**src/rtl/uart_pkg.sv**
```systemverilog
// Shared UART definitions: frame defaults, line levels, state encodings and the
// majority-vote helper used by both receive and transmit ends.
package uart_pkg;

  localparam int unsigned START_BITS_DEF  = 1;
  localparam int unsigned DATA_BITS_DEF   = 8;
  localparam int unsigned STOP_BITS_DEF   = 2;
  localparam int unsigned OSR_DEF         = 16;

  localparam logic        START_LEVEL_DEF = 1'b0;
  localparam logic        STOP_LEVEL_DEF  = 1'b1;

  localparam logic [2:0]  ST_REARM        = 3'd0;
  localparam logic [2:0]  ST_IDLE         = 3'd1;
  localparam logic [2:0]  ST_START        = 3'd2;
  localparam logic [2:0]  ST_DATA         = 3'd3;
  localparam logic [2:0]  ST_STOP         = 3'd4;

  function automatic logic maj3(input logic [2:0] v);
    return (v[0] & v[1]) | (v[0] & v[2]) | (v[1] & v[2]);
  endfunction

endpackage

```
**src/rtl/uart_rx_frame_if.sv**
```systemverilog
// Word handshake between the UART receiver and its consumer; signal names are
// seen from the receiver side.
interface uart_rx_frame_if #(
  parameter int unsigned DATA = uart_pkg::DATA_BITS_DEF
);
  logic [DATA-1:0] o_data;
  logic            o_valid;
  logic            o_frame_err;
  logic            o_overrun;
  logic            i_ready;

  modport master (output o_data, o_valid, o_frame_err, o_overrun, input i_ready);
  modport slave  (input o_data, o_valid, o_frame_err, o_overrun, output i_ready);
endinterface

```
**src/rtl/uart_rx_filter.sv**
```systemverilog
// RX line conditioning: 2-flop synchronizer (free running) plus a majority vote
// over the current and two previous enabled-cycle samples.
module uart_rx_filter
  import uart_pkg::*;
#(
  parameter logic IDLE_LEVEL = ~START_LEVEL_DEF
) (
  input  logic i_divided_clk,
  input  logic i_rst_n,
  input  logic i_en,
  input  logic i_rx,
  output logic o_rx_s,
  output logic o_maj
);

  logic       sync1_q;
  logic       sync2_q;
  logic [1:0] hist_q;

  always_ff @(posedge i_divided_clk or negedge i_rst_n) begin
    if (!i_rst_n) begin
      sync1_q <= IDLE_LEVEL;
      sync2_q <= IDLE_LEVEL;
      hist_q  <= {2{IDLE_LEVEL}};
    end else begin
      sync1_q <= i_rx;
      sync2_q <= sync1_q;
      if (i_en) hist_q <= {hist_q[0], sync2_q};
    end
  end

  assign o_rx_s = sync2_q;
  assign o_maj  = maj3({hist_q, sync2_q});

endmodule

```
**src/rtl/uart_rx_frame.sv**
```systemverilog
// Oversampling UART frame receiver: decodes start/data/stop bits with mid-bit
// majority decisions and hands each word over a valid/ready interface.
//
// state  | meaning
// REARM  | frame just ended, wait for idle line before accepting a start
// IDLE   | line idle, waiting for a start-level sample
// START  | inside start bits, a wrong mid-bit decision aborts as false start
// DATA   | shifting in data bits LSB-first
// STOP   | checking stop bits, delivering the word at the last sample
module uart_rx_frame
  import uart_pkg::*;
#(
  parameter int unsigned START       = START_BITS_DEF,
  parameter int unsigned DATA        = DATA_BITS_DEF,
  parameter int unsigned STOP        = STOP_BITS_DEF,
  parameter int unsigned OSR         = OSR_DEF,
  parameter logic        START_LEVEL = START_LEVEL_DEF,
  parameter logic        STOP_LEVEL  = STOP_LEVEL_DEF
) (
  input  logic            i_divided_clk,
  input  logic            i_rst_n,
  input  logic            i_en,
  input  logic            i_rx,
  uart_rx_frame_if.master rx_if,
  output logic [2:0]      d_state
);

  localparam int unsigned TOTAL = START + DATA + STOP;
  localparam int unsigned SW    = $clog2(OSR);
  localparam int unsigned BW    = $clog2(TOTAL + 1);
  localparam logic        IDLE_LEVEL    = ~START_LEVEL;
  localparam logic [SW-1:0] SAMP_MID    = SW'(OSR / 2);
  localparam logic [SW-1:0] SAMP_LAST   = SW'(OSR - 1);
  localparam logic [BW-1:0] BIT_START_END = BW'(START - 1);
  localparam logic [BW-1:0] BIT_DATA_END  = BW'(START + DATA - 1);
  localparam logic [BW-1:0] BIT_LAST      = BW'(TOTAL - 1);

  logic            rx_s, maj;
  logic [2:0]      state_q, state_d;
  logic [SW-1:0]   samp_q, samp_d;
  logic [BW-1:0]   bit_q, bit_d;
  logic [DATA-1:0] shift_q, shift_d;
  logic            fe_latch_q, fe_latch_d;
  logic            deliver;
  logic [DATA-1:0] data_q, data_d;
  logic            valid_q, valid_d;
  logic            ferr_q, ferr_d;
  logic            ovr_q, ovr_d;

  uart_rx_filter #(.IDLE_LEVEL(IDLE_LEVEL)) u_filter (
    .i_divided_clk (i_divided_clk),
    .i_rst_n       (i_rst_n),
    .i_en          (i_en),
    .i_rx          (i_rx),
    .o_rx_s        (rx_s),
    .o_maj         (maj)
  );

  // samp_q/bit_q always hold the position of the frame cycle being processed;
  // the start-detect cycle in IDLE is frame cycle 0, so START begins at sample 1.
  always_comb begin
    state_d    = state_q;
    samp_d     = samp_q;
    bit_d      = bit_q;
    shift_d    = shift_q;
    fe_latch_d = fe_latch_q;
    deliver    = 1'b0;
    if (i_en) begin
      case (state_q)
        ST_REARM: if (rx_s == IDLE_LEVEL) state_d = ST_IDLE;
        ST_IDLE: begin
          fe_latch_d = 1'b0;
          if (rx_s == START_LEVEL) begin
            state_d = ST_START;
            samp_d  = SW'(1);
          end
        end
        ST_START, ST_DATA, ST_STOP: begin
          if (samp_q == SAMP_LAST) begin
            samp_d = '0;
            bit_d  = bit_q + 1'b1;
          end else begin
            samp_d = samp_q + 1'b1;
          end
          if (samp_q == SAMP_MID) begin
            if (state_q == ST_START && maj != START_LEVEL) begin
              state_d = ST_IDLE;
              samp_d  = '0;
              bit_d   = '0;
            end
            if (state_q == ST_DATA) shift_d = (shift_q >> 1) | (DATA'(maj) << (DATA - 1));
            if (state_q == ST_STOP && maj != STOP_LEVEL) fe_latch_d = 1'b1;
          end
          if (samp_q == SAMP_LAST) begin
            if (state_q == ST_START && bit_q == BIT_START_END) state_d = ST_DATA;
            if (state_q == ST_DATA && bit_q == BIT_DATA_END) state_d = ST_STOP;
            if (state_q == ST_STOP && bit_q == BIT_LAST) begin
              deliver = 1'b1;
              state_d = ST_REARM;
              samp_d  = '0;
              bit_d   = '0;
            end
          end
        end
        default: state_d = ST_REARM;
      endcase
    end
  end

  // A delivery in the same cycle as a consume replaces the word without a gap.
  always_comb begin
    data_d  = data_q;
    valid_d = valid_q;
    ferr_d  = ferr_q;
    ovr_d   = ovr_q;
    if (valid_q && rx_if.i_ready) valid_d = 1'b0;
    if (deliver) begin
      if (!valid_q || rx_if.i_ready) begin
        data_d  = shift_q;
        ferr_d  = fe_latch_q;
        valid_d = 1'b1;
      end else begin
        ovr_d = 1'b1;
      end
    end
  end

  always_ff @(posedge i_divided_clk or negedge i_rst_n) begin
    if (!i_rst_n) begin
      state_q    <= ST_REARM;
      samp_q     <= '0;
      bit_q      <= '0;
      shift_q    <= '0;
      fe_latch_q <= 1'b0;
      data_q     <= '0;
      valid_q    <= 1'b0;
      ferr_q     <= 1'b0;
      ovr_q      <= 1'b0;
    end else begin
      state_q    <= state_d;
      samp_q     <= samp_d;
      bit_q      <= bit_d;
      shift_q    <= shift_d;
      fe_latch_q <= fe_latch_d;
      data_q     <= data_d;
      valid_q    <= valid_d;
      ferr_q     <= ferr_d;
      ovr_q      <= ovr_d;
    end
  end

  assign rx_if.o_data      = data_q;
  assign rx_if.o_valid     = valid_q;
  assign rx_if.o_frame_err = ferr_q;
  assign rx_if.o_overrun   = ovr_q;
  assign d_state           = state_q;

endmodule

```
**src/flat_wrapper.sv**
```systemverilog
// flat-port wrapper written by rule: the top's interface ports become plain ports
module uart_rx_frame_flat import uart_pkg::*;
#(
  parameter int unsigned START       = START_BITS_DEF,
  parameter int unsigned DATA        = DATA_BITS_DEF,
  parameter int unsigned STOP        = STOP_BITS_DEF,
  parameter int unsigned OSR         = OSR_DEF,
  parameter logic        START_LEVEL = START_LEVEL_DEF,
  parameter logic        STOP_LEVEL  = STOP_LEVEL_DEF
)
  (i_divided_clk, i_rst_n, i_en, i_rx, d_state, rx_if_o_data, rx_if_o_valid, rx_if_o_frame_err, rx_if_o_overrun, rx_if_i_ready);
  uart_rx_frame_if #(.DATA(DATA)) rx_if_i ();
  input  logic i_divided_clk;
  input  logic i_rst_n;
  input  logic i_en;
  input  logic i_rx;
  output logic [2:0] d_state;
  output wire logic [$bits(rx_if_i.o_data)-1:0] rx_if_o_data;
  output wire logic [$bits(rx_if_i.o_valid)-1:0] rx_if_o_valid;
  output wire logic [$bits(rx_if_i.o_frame_err)-1:0] rx_if_o_frame_err;
  output wire logic [$bits(rx_if_i.o_overrun)-1:0] rx_if_o_overrun;
  input wire logic [$bits(rx_if_i.i_ready)-1:0] rx_if_i_ready;
  assign rx_if_o_data = rx_if_i.o_data;
  assign rx_if_o_valid = rx_if_i.o_valid;
  assign rx_if_o_frame_err = rx_if_i.o_frame_err;
  assign rx_if_o_overrun = rx_if_i.o_overrun;
  assign rx_if_i.i_ready = rx_if_i_ready;
  uart_rx_frame #(.START(START), .DATA(DATA), .STOP(STOP), .OSR(OSR), .START_LEVEL(START_LEVEL), .STOP_LEVEL(STOP_LEVEL)) u_core (.i_divided_clk(i_divided_clk), .i_rst_n(i_rst_n), .i_en(i_en), .i_rx(i_rx), .rx_if(rx_if_i), .d_state(d_state));
endmodule
```
**config.mk**
```make
export PLATFORM = sky130hd
export DESIGN_NAME = uart_rx_frame_flat
export DESIGN_NICKNAME = d
export VERILOG_FILES = /design/src/rtl/uart_pkg.sv /design/src/rtl/uart_rx_frame_if.sv /design/src/rtl/uart_rx_filter.sv /design/src/rtl/uart_rx_frame.sv /design/src/flat_wrapper.sv
export SDC_FILE = /design/constraint.sdc
export NUM_CORES = 1
export LEC_CHECK = 0
export CAP_MARGIN = 40
export CORE_MARGIN = 8
export CORE_UTILIZATION = 50
export CTS_CLUSTER_DIAMETER = 50
export CTS_CLUSTER_SIZE = 28
export DETAILED_ROUTE_END_ITERATION = 8
export PLACE_DENSITY = 0.72
export SLEW_MARGIN = 0
export SYNTH_ARGS = -nofsm -noshare
export SYNTH_HDL_FRONTEND = slang
export SYNTH_HIERARCHICAL = 1
export SYNTH_SLANG_ARGS = --single-unit
```
**constraint.sdc**
```tcl
create_clock -name i_divided_clk -period 2.6 [get_ports i_divided_clk]
set_input_delay 0.52 -clock i_divided_clk [delete_from_list [all_inputs] [get_ports i_divided_clk]]
set_output_delay 0.52 -clock i_divided_clk [all_outputs]
set_load 0.02 [all_outputs]
```
Word-level counts from Yosys, hierarchy flattened
Index checks and enable logic that the tools add are counted.
W data, S select, Z words.
{"block": "totals", "ff_bits": 35, "out_inout_bits": 14, "word_cells": 84}
{"block": "classes", "addsub": 2, "eq_ne": 12, "mux": 31, "n_bitwise": 8, "n_reduce_logical": 19}
{"operator": "$mux W4", "count": 11}
{"operator": "$mux W3", "count": 8}
{"operator": "$eq A4 B4 Y1 const B", "count": 4}
{"operator": "$mux W1", "count": 9}
{"operator": "$pmux W3 S3", "count": 1}
{"operator": "$add A4 B1 Y4 const B", "count": 2}
{"operator": "$or A7 B8 Y8", "count": 1}
{"operator": "$pmux W4 S2", "count": 1}
{"operator": "$reduce_and A4 Y1", "count": 2}
{"operator": "$eq A3 B2 Y1 const B", "count": 2}
{"operator": "$logic_and A1 B1 Y1", "count": 6}
{"operator": "$reduce_and A2 Y1", "count": 3}
{"operator": "$reduce_and A3 Y1", "count": 2}
{"operator": "$logic_not A4 Y1", "count": 1}
{"operator": "$ne A2 B1 Y1 const B", "count": 2}
{"operator": "$ne A2 B2 Y1 const B", "count": 2}
{"operator": "$and A1 B1 Y1", "count": 3}
{"operator": "$eq A3 B1 Y1 const B", "count": 1}
{"operator": "$eq A3 B3 Y1 const B", "count": 1}
{"operator": "$logic_not A3 Y1", "count": 1}
{"operator": "$reduce_or A3 Y1", "count": 1}
{"operator": "$not A1 Y1", "count": 2}
{"operator": "$or A1 B1 Y1", "count": 2}
{"operator": "$pmux W1 S2", "count": 1}
{"operator": "other kinds (3)", "count": 3}

Longest topological paths before layout
Gate-level depths: netlist of the first run.
{"block": "logic_depth", "word_depth": 11, "mapped_depth": 6, "mapped_depth_nobuf": 6}

Modules after synthesis
The synthesis of the first run kept the hierarchy.
{"module": "uart_rx_frame", "n_inst": 1, "cells_each": 141, "area_each_um2": 1592.8}
{"module": "uart_rx_filter", "n_inst": 1, "cells_each": 7, "area_each_um2": 138.9}

Worst setup path before layout of the first run
OpenSTA, ideal clock, no wires.
{"block": "synth_timing", "path_kind": "register to register", "startpoint": "register u_core.state_q[1] (netlist: u_core/d_state[1])", "endpoint": "register u_core.data_q[0] (netlist: u_core/rx_if.o_data[0])", "arrival_time_ps": 1765, "required_ps": 2475, "slack_ps": 710, "stages_incl_launch_ff": 5, "period_less_slack_ps": 1890, "path_cell_list": "dfrtp_1 > clkbuf_1 > nand4bb_1 > nor3_4 > mux2_2"}
{"block": "synth_via", "elab_chain_len": 7}
{"item": "start, declared", "line_no": "uart_rx_frame.sv:39", "text": "logic [2:0] state_q, state_d;"}
{"item": "start signal, assigned", "line_no": "uart_rx_frame.sv:140", "text": "state_q <= state_d;"}
{"item": "$eq A3 B3 Y1", "line_no": "uart_rx_frame.sv:69, uart_rx_frame.sv:97"}
{"item": "$logic_and A1 B1 Y1", "line_no": "uart_rx_frame.sv:97", "text": "if (state_q == ST_STOP && bit_q == BIT_LAST) begin"}
{"item": "$mux W1", "line_no": "uart_rx_frame.sv:97"}
{"item": "$mux W1", "line_no": "uart_rx_frame.sv:94", "text": "if (samp_q == SAMP_LAST) begin"}
{"item": "$mux W1 (*)", "line_no": "uart_rx_frame.sv:69", "text": "case (state_q)"}
{"item": "$mux W1 (*)", "line_no": "uart_rx_frame.sv:68", "text": "if (i_en) begin"}
{"item": "$reduce_and A2 Y1 (no source line) (*)"}
{"item": "end signal, assigned", "line_no": "uart_rx_frame.sv:145", "text": "data_q <= data_d;"}
{"item": "end, declared", "line_no": "uart_rx_frame.sv:45", "text": "logic [DATA-1:0] data_q, data_d;"}
Mark *: on every way between the ends. The rest lies on a longest branch, timed or not.
A chain may end at the register's enable or synchronous reset.

Worst setup path in the final report of the first run
{"block": "layout_timing", "startpoint": "register u_core.state_q[0] (netlist: u_core/d_state[0])", "endpoint": "output port d_state[0]"}
{"item": "end, declared", "line_no": "flat_wrapper.sv:17", "text": "output logic [2:0] d_state;"}
No word-level cell between the ends.

==> results of run 1 <==
## cells in the mapped netlist, drive strengths merged
master	instances	share of area [%]
and3	1	0.36
a21oi	7	2.0
o31ai	1	0.43
o21a	1	0.43
nand2	5	1.1
nand2b	3	1.1
o21bai	1	0.43
nand4b	1	0.51
mux2i	1	0.58
dfstp	4	6.1
o21ai	2	0.58
ha	5	3.6
or3b	1	0.51
mux2	20	13
nand3b	5	2.2
dfrtp	31	45
a21o	1	0.43
a21boi	1	0.43
nor2b	2	0.72
buf	1	0.43
nor2	10	2.2
a32o	1	0.58
and4b	1	0.58
nand4bb	1	0.65
o221ai	1	0.51
a211oi	1	0.43
a2bb2oi	1	0.51
nor4	1	1.2
a31oi	2	0.72
o311ai	1	0.51
nor3	4	1.8
clkbuf	4	0.87
o211a	1	0.58
nor3b	2	0.87
o211ai	2	0.87
nand3	3	1.2
inv	8	1.7
a21bo	1	0.58
xnor2	2	1.0
maj3	1	0.65
nand4	3	1.1
or2	2	0.87
o22ai	1	0.36
## sequential cells by signal, summed over array words and instances, names as in the netlist, 2 cells and up
| signal | flops |
|---|---|
| u_core/rx_if.o_data | 8 |
| u_core/samp_q | 4 |
| u_core/u_filter/hist_q | 2 |
| u_core/bit_q | 4 |
| u_core/shift_q | 8 |
| u_core/d_state | 3 |
## through the flow
stage	total power, mW	instance area, sq um	setup slack (ps)	util [%]
after floorplan	0.931	1730	710	-
after global placement	1.01	1980	293	59.2
after detailed placement	1.03	1980	245	59.2
after CTS	1.52	2080	436	62.3
after global routing	1.58	2080	359	62.3
final	1.50	2080	460	62.3
## path summary, 6_finish.rpt
path                                    startpoint                         to  slack (ps)  depth (start not counted)
setup / recovery                 u_core/d_state[0]                 d_state[0]         460                          1
hold / removal             u_core/u_filter/sync1_q     u_core/u_filter/o_rx_s         360                          0
setup reg to reg                  u_core/samp_q[0]     u_core/rx_if.o_data[7]         480                          5
hold reg to reg            u_core/u_filter/sync1_q     u_core/u_filter/o_rx_s         360                          0
max in group asynchronous                  i_rst_n  u_core/u_filter/hist_q[0]        1680                          2
min in group asynchronous                  i_rst_n          u_core/d_state[2]         570                          2
## power groups by stage
stage | clock network (mW) | registers, mW | logic, mW
after floorplan | 0 | 0.674 | 0.256
after global placement | 0 | 0.709 | 0.299
after detailed placement | 0 | 0.713 | 0.313
after CTS | 0.500 | 0.703 | 0.315
after global routing | 0.514 | 0.716 | 0.351
final | 0.483 | 0.704 | 0.314
## logic make-up after synthesis
family,after synthesis,synth area share (%)
DFF,35,50.9
and+or+nand+nor,45,16.8
xor gates and xnor gates,2,1.01
adders and majority gates,6,4.26
muxes,21,13.6
buffers and inverters,13,3.03
AOI/OAI and AO/OA,26,10.4
## area by class of cell
| class | instances | share of cell area, % |
|---|---|---|
| clock inverter | 2 | 2.89 |
| clock buffer | 6 | 1.99 |
| tap | 46 | 2.77 |
| inverter | 8 | 1.44 |
| timing repair buffer | 22 | 10.1 |
| sequential | 35 | 42.4 |
| multi-input combinational | 100 | 38.4 |
## layout by cell type, fill, tap and decap left out, types with 2 or more instances in the layout
cell type / n
sky130_fd_sc_hd__nand3b_1: 5
sky130_fd_sc_hd__nand3_1: 2
sky130_fd_sc_hd__dfstp_2: 4
sky130_fd_sc_hd__o21ai_0: 2
sky130_fd_sc_hd__xnor2_1: 2
sky130_fd_sc_hd__mux2_2: 20
sky130_fd_sc_hd__dfrtp_1: 31
sky130_fd_sc_hd__nand2b_1: 3
sky130_fd_sc_hd__buf_4: 4
sky130_fd_sc_hd__nor3b_1: 2
sky130_fd_sc_hd__nand2_1: 5
sky130_fd_sc_hd__nand4_1: 3
sky130_fd_sc_hd__nor2b_1: 2
sky130_fd_sc_hd__a31oi_1: 2
sky130_fd_sc_hd__nor2_1: 10
sky130_fd_sc_hd__inv_1: 8
sky130_fd_sc_hd__clkdlybuf4s50_1: 18
sky130_fd_sc_hd__a21oi_1: 7
sky130_fd_sc_hd__ha_1: 5
sky130_fd_sc_hd__o211ai_1: 2
sky130_fd_sc_hd__clkbuf_4: 5
sky130_fd_sc_hd__bufinv_16: 2
sky130_fd_sc_hd__nor3_1: 3
## per-layer routing
layer | global-route usage, % | routed length, microns | up-vias
li1 | - | - | 588
met1 | 15.3 | 1510 | 598
met2 | 21.0 | 1610 | 27
met3 | 5.86 | 191 | 6
met4 | 5.87 | 58 | 0
met5 | 0 | 0 | -
==> summary.md, run 1 <==
| Metric | Value |
|---|---|
| Path type of the worst min-delay path | `register to register` |
| Sequential cell area | `881 sq um` |
| Synthesis Warnings | `6` |
| Latest clock arrival within the worst-skew pair | `350 ps` |
| Cell row count | `21` |
| Max transition margin | `63.9%` |
| Cell internal power dissipation | `1.06 mW` |
| Register area share after synthesis | `50.9%` |
| Total global-route track usage | `13.3%` |
| Bufs on Longest Clock Path | `2` |
| Core footprint | `3340 sq um` |
| CTS clk-pin slew, worst paths | `100 ps` |
| Worst endpoint required time | `2080 ps` |
| Number of buffers created by CTS | `5` |
| Portion of total power attributed to sequential cells | `46.9%` |
| Number of unique standard cell types used by synthesis | `46` |
| Wire length of the first global-routing pass | `5.65 mm` |
| CTS H-tree depth | `2` |
| Die area | `5600 sq um` |
| Buffers and inverters on the worst path | `1` |
| Layout Cells excl Fill | `219` |
| Endpoint kind of the worst setup timing path | `primary output` |
| Flip-flop and latch count after synthesis | `35` |
| Effective utilization at floorplan | `51.9%` |
| Largest net degree at the start of global routing | `36` |
| Clock network power share | `32.2%` |
| Final total negative setup slack | `0 ps` |
| Max-cap check violation count | `0` |
| # placed instances | `211` |
| Standby leakage power | `0.942 nW` |
| Unrepaired setup endpoints after global routing | `no` |
| Count of buffers added by post-CTS timing repair for setup | `0` |
| Syn Area/Cell | `11.7 sq um` |
| Sw Share | `29.5%` |
| Final Max Tran Viols | `0` |
| Number of standard cells after synthesis | `148` |
| I/O pin cnt | `19` |
| RD Place Congestion | `0.806` |
| Worst IR drop on VDD | `799 uV` |
| Worst setup path class | `register to primary output` |
| Vertical die dimension | `74.9 microns` |
| Hold-fix buffer count after cts | `0` |
| Final net count | `182` |
| Status | `complete, no violations` |
| Die W | `74.9 microns` |
| Global route overflow | `0` |
| Count of final setup violators | `0` |
| Slew at the pin closest to its max-slew limit | `537 ps` |
| Cell class contributing the biggest share of worst-path delay | `buffers and inverters` |
| Area added between synthesis and finish | `20.0%` |
| Initial antenna violation count | `0` |
| Root Buffer Master | `sky130_fd_sc_hd__clkbuf_4` |
| Final-report hold violation count | `0` |
| Net Sw Power | `443 uW` |
| Final-layout fill cell count | `282` |
| Resized cells post-CTS | `0` |
| Number of I/O port buffers | `18` |
| Slowest cell delay on critical path | `680 ps` |
| Detailed placer's ending HPWL | `2.41 mm` |
| Number of sinks driven by the clock tree | `35` |
| Logic pwr share | `20.9%` |
| Detailed-route wire length | `3.37 mm` |
| Minimum period implied by the final worst setup slack | `2140 ps` |
| Residual antenna-violating net count after detailed routing | `0` |
| Data arrival at the endpoint of the critical path | `1620 ps` |
| Routed via count | `1219` |
| Largest fanout on the critical path | `14` |
| Cells traversed along the worst timing path | `clkdlybuf4s50_1` |
| Fmax | `467 MHz` |
| First-iteration detailed-routing DRC count | `50` |
| Post-Syn Area | `1730 sq um` |
| Launching element type of the critical path | `register` |
| Critical path's slowest cell | `sky130_fd_sc_hd__clkdlybuf4s50_1` |
| CTS tree | `done` |
| Count of antenna diodes in the layout | `0` |
| Synthesized netlist net count | `158` |
| Avg WL per Cell | `15.4 microns` |
| Worst hold margin | `362 ps` |
| Number of DRC violations after detailed routing | `0` |
| Via count of the first global-routing pass | `1253` |
| Skew final | `16.4 ps` |
| Initial DRT Pass Iterations | `4` |
| Multi-input gate area in the final layout | `798 sq um` |
| Layout cell share with drive strength beyond 1 | `24.9%` |
| Total power per unit cell area | `722 nW/um^2` |
| Crit share post-route | `82.3%` |
| Average vias per placed instance | `5.57` |
Power figures use the tool's default switching activity.
==> run 2, diff against run 1 <==
==> constraint.sdc (replaced) <==
create_clock -name i_divided_clk -period 2.1 [get_ports i_divided_clk]
set_input_delay 0.42 -clock i_divided_clk [delete_from_list [all_inputs] [get_ports i_divided_clk]]
set_output_delay 0.42 -clock i_divided_clk [all_outputs]
set_load 0.02 [all_outputs]
==> run 2 against run 1 <==
Setup slack got worse by 340 ps. Cell count up 1.8%. Clock power down 29%. Critical endpoint is now d_state[1]. Hold slack lost 2.4 ps. Clock skew shrank 4.9 ps. Largest power group unchanged. Critical path depth is the same. Combinational power rose by 32%. Power is 8.8% higher. Global-route usage rose by 0.25 points. Non-clock buffer count grew 4. Flip-flop and latch count stayed put. Die area stayed put.
==> summary.md, run 2 (synthesized netlist as in run 1, its figures left out) <==
| Metric | Value |
|---|---|
| Status | `complete, no violations` |
| Finished Core Util | `61.8%` |
| Number of I/O port buffers | `18` |
| Effective utilization at floorplan | `51.9%` |
| Number of buffers created by CTS | `5` |
| Commonest cells after routing, fill and taps aside | `30 x sky130_fd_sc_hd__dfrtp_1, 20 x sky130_fd_sc_hd__mux2_2, 18 x sky130_fd_sc_hd__clkdlybuf4s50_1, 10 x sky130_fd_sc_hd__nor2_1` |
| Slowest cell delay on critical path | `670 ps` |
| Critical path's slowest cell | `sky130_fd_sc_hd__clkdlybuf4s50_1` |
| Final Max Tran Viols | `0` |
| Multi-input gate area in the final layout | `798 sq um` |
| Worst hold margin | `360 ps` |
| Count of final setup violators | `0` |
| Cells traversed along the worst timing path | `clkdlybuf4s50_1` |
| Bufs on Longest Clock Path | `2` |
| Count of buffers added by post-CTS timing repair for setup | `0` |
| Routed via count | `1265` |
| Buffers and inverters on the worst path | `1` |
| RD Place Congestion | `0.841` |
| Number of sinks driven by the clock tree | `35` |
| Hold-fix buffer count after cts | `0` |
| Max transition margin | `69.4%` |
| Residual antenna-violating net count after detailed routing | `0` |
| Hold-critical path depth | `0` |
| Cell row count | `21` |
| Final-layout fill cell count | `282` |
| Die W | `74.9 microns` |
| Detailed placer's ending HPWL | `2.47 mm` |
| CTS clk-pin slew, worst paths | `110 ps` |
| Sequential cell area | `882 sq um` |
| Final-report hold violation count | `0` |
| R2R cell count | `7` |
| Largest net degree at the start of global routing | `36` |
| Total power per unit cell area | `792 nW/um^2` |
| Final total negative setup slack | `0 ps` |
| Crit share post-route | `94.4%` |
| Design area | `2060 sq um` |
| Path type of the worst min-delay path | `register to register` |
| Root Buffer Master | `sky130_fd_sc_hd__clkbuf_4` |
| Cell class contributing the biggest share of worst-path delay | `buffers and inverters` |
| First-iteration detailed-routing DRC count | `43` |
| Final net count | `186` |
| Latest clock arrival within the worst-skew pair | `330 ps` |
| Vertical die dimension | `74.9 microns` |
| I/O pin cnt | `19` |
| Die area | `5600 sq um` |
| Layout Cells excl Fill | `223` |
| Wire length of the first global-routing pass | `5.69 mm` |
| Number of DRC violations after detailed routing | `0` |
| Unrepaired setup endpoints after global routing | `no` |
| Largest fanout on the critical path | `12` |
| Launching element type of the critical path | `register` |
| Global route overflow | `0` |
| Total global-route track usage | `13.6%` |
| Total power consumption of the routed design | `1.63 mW` |
| Worst IR drop on VDD | `612 uV` |
| Worst setup path class | `register to primary output` |
| Minimum period implied by the final worst setup slack | `1980 ps` |
| Slew at the pin closest to its max-slew limit | `453 ps` |
| # placed instances | `215` |
| Layout cell share with drive strength beyond 1 | `27.1%` |
| Standby leakage power | `0.937 nW` |
| Commonest non-fill, non-tap cell in the layout | `sky130_fd_sc_hd__dfrtp_1` |
| Area added between synthesis and finish | `19.1%` |
| Worst endpoint required time | `1680 ps` |
| Stages on the worst setup path | `1` |
| Post-placement worst setup slack | `26.5 ps` |
| Core footprint | `3340 sq um` |
| Endpoint kind of the worst setup timing path | `primary output` |
| Cell area after placement | `2010 sq um` |
| CTS tree | `done` |
| Via count of the first global-routing pass | `1268` |
| Initial antenna violation count | `0` |
| Initial DRT Pass Iterations | `4` |
| Detailed-route wire length | `3.42 mm` |
| Average vias per placed instance | `5.67` |
| Max-cap check violation count | `0` |
| CTS H-tree depth | `2` |
| Fmax | `505 MHz` |
| Avg WL per Cell | `15.3 microns` |
| Resized cells post-CTS | `0` |
| Data arrival at the endpoint of the critical path | `1560 ps` |
| Final worst-path setup slack | `118 ps` |
| Skew final | `11.5 ps` |
| Count of antenna diodes in the layout | `0` |
[run 2: cell count changes in the layout (fill, tap and decap cells not counted), sizes merged]
cell / change
buf: +4
bufinv: -2
clkinv: +1
clkinvlp: +1
[run 2: area by class of cell]
class | count | share of cell area (%)
Sequential cell | 35 | 42.8
Clock buffer | 6 | 2.00
Inverter | 8 | 1.46
Tap cell | 46 | 2.79
Timing Repair Buffer | 26 | 11.7
Clock inverter | 2 | 0.607
Multi-Input combinational cell | 100 | 38.7
[run 2: per-layer routing]
layer  vias up  track usage, %  part of all wire (%)
li1        591               -                     -
met5         -               0                     0
met4         0            8.48                   1.9
met2        43            21.3                    50
met3         8            3.99                   5.7
met1       623            15.9                    42
[run 2: final timing paths]
| kind | start | end | slack, ps |
|---|---|---|---|
| max in group asynchronous | i_rst_n | u_core/u_filter/o_rx_s | 1280 |
| setup / recovery | u_core/d_state[1] | d_state[1] | 120 |
| setup reg to reg | u_core/bit_q[0] | u_core/rx_if.o_data[1] | 130 |
| hold reg to reg | u_core/u_filter/sync1_q | u_core/u_filter/o_rx_s | 360 |
| hold / removal | u_core/u_filter/sync1_q | u_core/u_filter/o_rx_s | 360 |
| min in group asynchronous | i_rst_n | u_core/bit_q[3] | 480 |
[run 2: report_power, final]
part / internal (mW) / switching [mW]
clock network: 0.129 / 0.213
registers: 0.755 / 0.120
logic: 0.196 / 0.220
total: 1.08 / 0.553
==> run 3, diff against run 2 <==
--- a/config.mk
+++ b/config.mk
@@ -11,6 +11,7 @@
 export CTS_CLUSTER_DIAMETER = 50
 export CTS_CLUSTER_SIZE = 28
 export DETAILED_ROUTE_END_ITERATION = 8
+export GPL_TIMING_DRIVEN = 1
 export PLACE_DENSITY = 0.72
 export SLEW_MARGIN = 0
 export SYNTH_ARGS = -nofsm -noshare
==> results of run 3 <==
Final layout, timing and power as in run 2 (identical DEF).
==> variant 1, RTL diff (settings of run 2) <==
`STOP_BITS_DEF`: 2 -> 4.
--- a/src/rtl/uart_pkg.sv
+++ b/src/rtl/uart_pkg.sv
@@ -4,7 +4,7 @@
 
   localparam int unsigned START_BITS_DEF  = 1;
   localparam int unsigned DATA_BITS_DEF   = 8;
-  localparam int unsigned STOP_BITS_DEF   = 2;
+  localparam int unsigned STOP_BITS_DEF   = 4;
   localparam int unsigned OSR_DEF         = 16;
 
   localparam logic        START_LEVEL_DEF = 1'b0;
Behaviour: same outputs for any inputs over 10 cycles, from zero or initial values and one cycle with i_rst_n low; that may be too few to reach the edited logic, so the function may still have changed.
==> variant 1 against run 2 <==
- design area increased by 1.1%
- count of clock-buffer cells in the layout unchanged
- setup slack improved by 8.4 ps
- sequential cell count unchanged
- routed wire length up 0.64%
- synthesized area is 2.4% higher
- clock power grew 1%
- non-clock buffer count unchanged
- total power decreased by 2.2%
- critical endpoint is now d_state[2]
==> variant 1: results (changes against run 2) <==
Pwr
  • P_leak: 0.0009380 uW (+0.15%)
  • VDD IR-drop max: 0.5187 mV (-15%)

Min path
  • Hold Path Class: register to register

Yosys
  • Area contributors post-synth: dfrtp_1 (44%), mux2_2 (11%), dfstp_2 (5.9%), ha_1 (2.8%), a21oi_1 (2.3%)
  • Syn Area/Cell: 11.59 um^2 (-0.96%)
  • Register area share after synthesis: 49.68% (-1.2 points)
  • Syn nets: 162 (+2.5%)
  • Post-synth top cells: dfrtp_1 (31), mux2_2 (18), a21oi_1 (8)

Global route
  • Vias in the first global route: 1162 (-8.4%)
  • GRT Overall Usage: 13.50% (-0.091 points)
  • First-pass GRT wire length: 5671 um (-0.37%)

STA
  • Layout Skew: 8.971 ps (-2.546 ps)
  • Worst slew pin tran: 456.6 ps (+3.318 ps)

Detailed routing
  • DR WL/cell: 15.22 um (-0.69%)
  • TritonRoute pass-1 iters: 4 (unchanged)
  • DRT iter0 DRCs: 54 (+26%)
  • Drt via density: 5.504 (-3.0%)

Critical path
  • R2r setup slk: 270 ps (+140 ps)
  • R2R depth: 4 (-3)
  • Reg2reg start: u_core/d_state[2]$_DFFE_PN0P_
  • RR Endpoint: u_core/bit_q[1]$_DFFE_PN0P_
  • Delay-heaviest family, CP: buffers and inverters

Finish
  • FILL cells: 314 (+11%)
  • Post-Layout Cell Count: 226 (+1.3%)
  • Fraction of layout cells with a size suffix above 1: 25.00% (-2.1 points)
  • Nets: 188 (+1.1%)

Clocking
  • Setup Fix Bufs, Post-CTS: 0 (unchanged)
  • Root Buffer Master: clkbuf_4
  • H-Tree Level Count: 2 (unchanged)
  • Post_cts resized: 0 (unchanged)

Run status
  • Outcome: finished, final reports clean

Placement
  • Placed insts: 218 (+1.4%)
  • HPWL after DPL: 2555 um (+3.4%)
  • Area after DPL: 2031 um^2 (+1.2%)
  • Final GP Congestion: 0.8255 (-1.8%)
variant 1: cell types whose count changed in the layout (fill, tap and decap cells not counted), sizes merged, moves of 3 or more:
| cell | before | now |
|---|---|---|
| nand3b | 5 | 0 |
| nor3 | 4 | 0 |
| o21ai | 2 | 6 |
| nand3 | 3 | 6 |
| nor2 | 10 | 7 |
variant 1: cells by family (layout without fill, tap and decap cells):
logic type / count (synthesis) / count (layout) / synth area share, %
XOR/XNOR: 2 / 2 / 0.9882
AND/OR/NAND/NOR: 43 / 43 / 15.39
flip-flops: 35 / 35 / 49.68
buffers and inverters: 14 / 41 / 3.740
adder cells (fa/ha/maj): 5 / 5 / 3.458
AO/OA/AOI/OAI: 33 / 33 / 13.55
multiplexers: 21 / 21 / 13.20
variant 1: how the worst max path moves through the flow:
stage                                         end                     startpoint  depth (start not counted)
6_report                               d_state[2]  u_core/d_state[2]$_DFFE_PN0P_                          1
5_1_grt                                d_state[2]  u_core/d_state[2]$_DFFE_PN0P_                          1
4_1_cts                                d_state[2]  u_core/d_state[2]$_DFFE_PN0P_                          1
3_5_place_dp        u_core/shift_q[0]$_DFFE_PN0P_                           i_en                          5
3_3_place_gp        u_core/shift_q[7]$_DFFE_PN0P_                           i_en                          5
2_1_floorplan  u_core/rx_if.o_data[0]$_DFFE_PN0P_  u_core/d_state[0]$_DFFE_PN0P_                          5
variant 1: cell type report:
type	count	area, um^2	area share, %
clock buffer	6	41.29	1.981
clock inverter	2	12.51	0.6002
inverter	7	26.28	1.261
multi-input combinational	104	825.8	39.62
sequential	35	880.8	42.26
tap	46	57.56	2.761
timing repair buffer	26	240.2	11.52
variant 1: stage by stage:
step	utilization [%]	setup WS [ps]	hold slack, ps
after global routing	61.98	29.92	357.1
after CTS	61.98	97.26	354.9
after floorplan	-	406.8	124.4
after global placement	60.38	142.6	347.6
after detailed placement	60.38	127.3	347.0
final	61.98	126.4	354.3
variant 1: power by group:
part	leakage, uW	internal, uW	switching (uW)
clock	0.0000282	129	219
combinational	0.000452	194	251
sequential	0.000458	736	67.7
variant 1: metal layers:
layer	up-vias	GRT usage, %	part of all wire (%)
li1	608	-	-
met1	615	16.80	47
met5	-	0	0
met4	0	5.757	0.76
met2	19	20.13	47
met3	2	5.526	4.5
==> variant 2, RTL diff (settings of run 2) <==
Made on the original files. `shift_q` and `data_q` no longer have a reset.
--- a/src/rtl/uart_rx_frame.sv
+++ b/src/rtl/uart_rx_frame.sv
@@ -130,9 +130,7 @@
       state_q    <= ST_REARM;
       samp_q     <= '0;
       bit_q      <= '0;
-      shift_q    <= '0;
       fe_latch_q <= 1'b0;
-      data_q     <= '0;
       valid_q    <= 1'b0;
       ferr_q     <= 1'b0;
       ovr_q      <= 1'b0;
@@ -140,13 +138,16 @@
       state_q    <= state_d;
       samp_q     <= samp_d;
       bit_q      <= bit_d;
-      shift_q    <= shift_d;
       fe_latch_q <= fe_latch_d;
-      data_q     <= data_d;
       valid_q    <= valid_d;
       ferr_q     <= ferr_d;
       ovr_q      <= ovr_d;
     end
+  end
+
+  always_ff @(posedge i_divided_clk) begin
+    shift_q <= shift_d;
+    data_q  <= data_d;
   end
 
   assign rx_if.o_data      = data_q;
Function: no difference found for any inputs over 10 cycles, from zero or initial values and one cycle with i_rst_n low; that may be too few to reach the edited logic, so the function may still have changed.
==> variant 2 against run 2 <==
- synthesized area is 6.8% lower
- critical path depth stayed put
- global-route usage is 1.2 points lower
- total power down 1.8%
- final cell count down 12%
- sequential share of layout area grew 7.0 points
- design area decreased by 6.4%
- setup slack lost 33 ps
- routed wire length down 11%
- first-iteration DRC count up 26%
- largest cell class unchanged
- sequential cell count unchanged
==> variant 2: results (changes against run 2) <==
Run status
  • Outcome: finished, final reports clean

STA
  • Layout Skew: 14.21 ps (+2.698 ps)
  • Slew margin rel.: 67.96% (-1.4 points)

Placement
  • Final GP Congestion: 0.8165 (-2.9%)
  • HPWL after DPL: 2304 um (-6.8%)
  • Placed insts: 188 (-13%)
  • Buffers on Ports: 18 (unchanged)

Yosys
  • Area contributors post-synth: edfxtp_1 (30%), dfrtp_1 (23%), dfstp_2 (6.5%), ha_1 (3.9%), nor3b_4 (2.3%)
  • Ys async rst share: 54.29% (-46 points)
  • Synth Area in XOR/XNOR: 1.085% (+0.074 points)
  • Post-synth top cells: edfxtp_1 (16), dfrtp_1 (15), nand2_1 (9)
  • Syn Inst Count: 124 (-16%)
  • Netlist cell types: 47 (+2.2%)
  • EDFF count, synth: 16 (+16)
  • Adder-Cell Fraction of Synth Area: 4.574% (+0.31 points)
  • Register area share after synthesis: 59.53% (+8.7 points)
  • Syn nets: 134 (-15%)
  • Fraction of synthesized area in multiplexers: 2.713% (-11 points)
  • Post-synthesis compound-gate area fraction: 12.17% (+1.8 points)

Critical path
  • Delay-heaviest family, CP: buffers and inverters
  • Crit Path Class: register to output pin
  • CP endpoint: d_state[0]
  • Reg2reg start: u_core/samp_q[0]$_DFFE_PN0P_
  • CP arrival: 1590 ps (+30 ps)
  • CP max stage delay: 700 ps (+30 ps)
  • CP max stage cell: clkdlybuf4s50_1
  • R2r setup slk: 260 ps (+130 ps)
  • RR Endpoint: u_core/rx_if.o_data[4]$_DFFE_PP_
  • R2R depth: 5 (-2)
  • Critical path origin: u_core/d_state[0]$_DFFE_PN0P_

Global route
  • Pin count of the biggest net entering global routing: 13 (-64%)
  • Met3 Use GR: 4.670% (+0.68 points)
  • GR Util met1: 13.84% (-2.1 points)
  • GRT Overall Usage: 12.38% (-1.2 points)
  • Met2 usage: 20.18% (-1.1 points)
  • First-pass GRT wire length: 5023 um (-12%)

Finish
  • Post-Layout Cell Count: 196 (-12%)
  • Fraction of layout cells with a size suffix above 1: 17.76% (-9.4 points)
  • Nets: 161 (-13%)
  • FILL cells: 266 (-5.7%)

Detailed routing
  • Routed Antenna Nets: 0 (unchanged)
  • DRT iter0 DRCs: 54 (+26%)
  • Drt via density: 5.469 (-3.6%)
  • DR WL/cell: 15.48 um (+1.0%)
  • TritonRoute pass-1 iters: 4 (unchanged)

Pwr
  • VDD IR-drop max: 0.4477 mV (-27%)
  • P_leak: 0.0007761 uW (-17%)

Clocking
  • Post_cts resized: 0 (unchanged)
  • Clk buf depth: 2 (unchanged)
  • Later-pin clock latency in the skew report: 330 ps (about the same)
## variant 2: cell types whose count changed after synthesis, sizes merged, moves of 4 or more
cell and delta:
mux2 -17, dfrtp -16, edfxtp +16, nand3b -5
nor2 -5, nand2 +4, nor3 -4
## variant 2: per-stage QoR
stage	area (um^2)	total power (uW)	worst slack (ps)
global route	1929	1711	10.31
finish	1929	1605	85.00
detailed placement	1871	1248	201.1
floorplan	1614	1145	177.7
global placement	1871	1231	244.8
CTS	1929	1620	59.90
## variant 2: kinds of logic (layout without fill, tap and decap cells)
kind of cell,after synthesis,count (layout)
XOR/XNOR,2,2
adder cells (fa/ha/maj),6,6
buffers and inverters,10,38
AND/OR/NAND/NOR,40,40
flip-flops,35,35
AO/OA/AOI/OAI,27,27
multiplexers,4,4
## variant 2: worst min path at each step
stage	cells past startpoint	startpoint	endpoint	slack, ps
6_report	0	u_core/u_filter/sync1_q$_DFF_PN1_	u_core/u_filter/o_rx_s$_DFF_PN1_	360
2_1_floorplan	0	i_rst_n	u_core/bit_q[0]$_DFFE_PN0P_	120
5_1_grt	0	u_core/u_filter/sync1_q$_DFF_PN1_	u_core/u_filter/o_rx_s$_DFF_PN1_	370
3_5_place_dp	0	u_core/u_filter/sync1_q$_DFF_PN1_	u_core/u_filter/o_rx_s$_DFF_PN1_	350
3_3_place_gp	0	u_core/u_filter/sync1_q$_DFF_PN1_	u_core/u_filter/o_rx_s$_DFF_PN1_	350
4_1_cts	0	u_core/u_filter/sync1_q$_DFF_PN1_	u_core/u_filter/o_rx_s$_DFF_PN1_	370
## variant 2: per-layer routing
metal | up-vias | routed length, um
li1 | 509 | -
met1 | 526 | 1309
met2 | 33 | 1484
met3 | 4 | 194
met4 | 0 | 46
met5 | - | 0
## variant 2: where the power goes
group / internal [uW] / switching (uW) / total [uW] / leakage, uW
logic: 170 / 188 / 358 / 0.000364
clock network: 161 / 205 / 366 / 0.0000329
registers: 792 / 88.9 / 881 / 0.000379
## variant 2: cell type report
type | count | area share (%)
Multi-Input combinational cell | 79 | 31.45
Clock inverter | 1 | 0.1946
Inverter | 6 | 1.167
Clock buffer | 7 | 2.853
Sequential cell | 35 | 49.81
Tap cell | 44 | 2.853
Timing Repair Buffer | 24 | 11.67
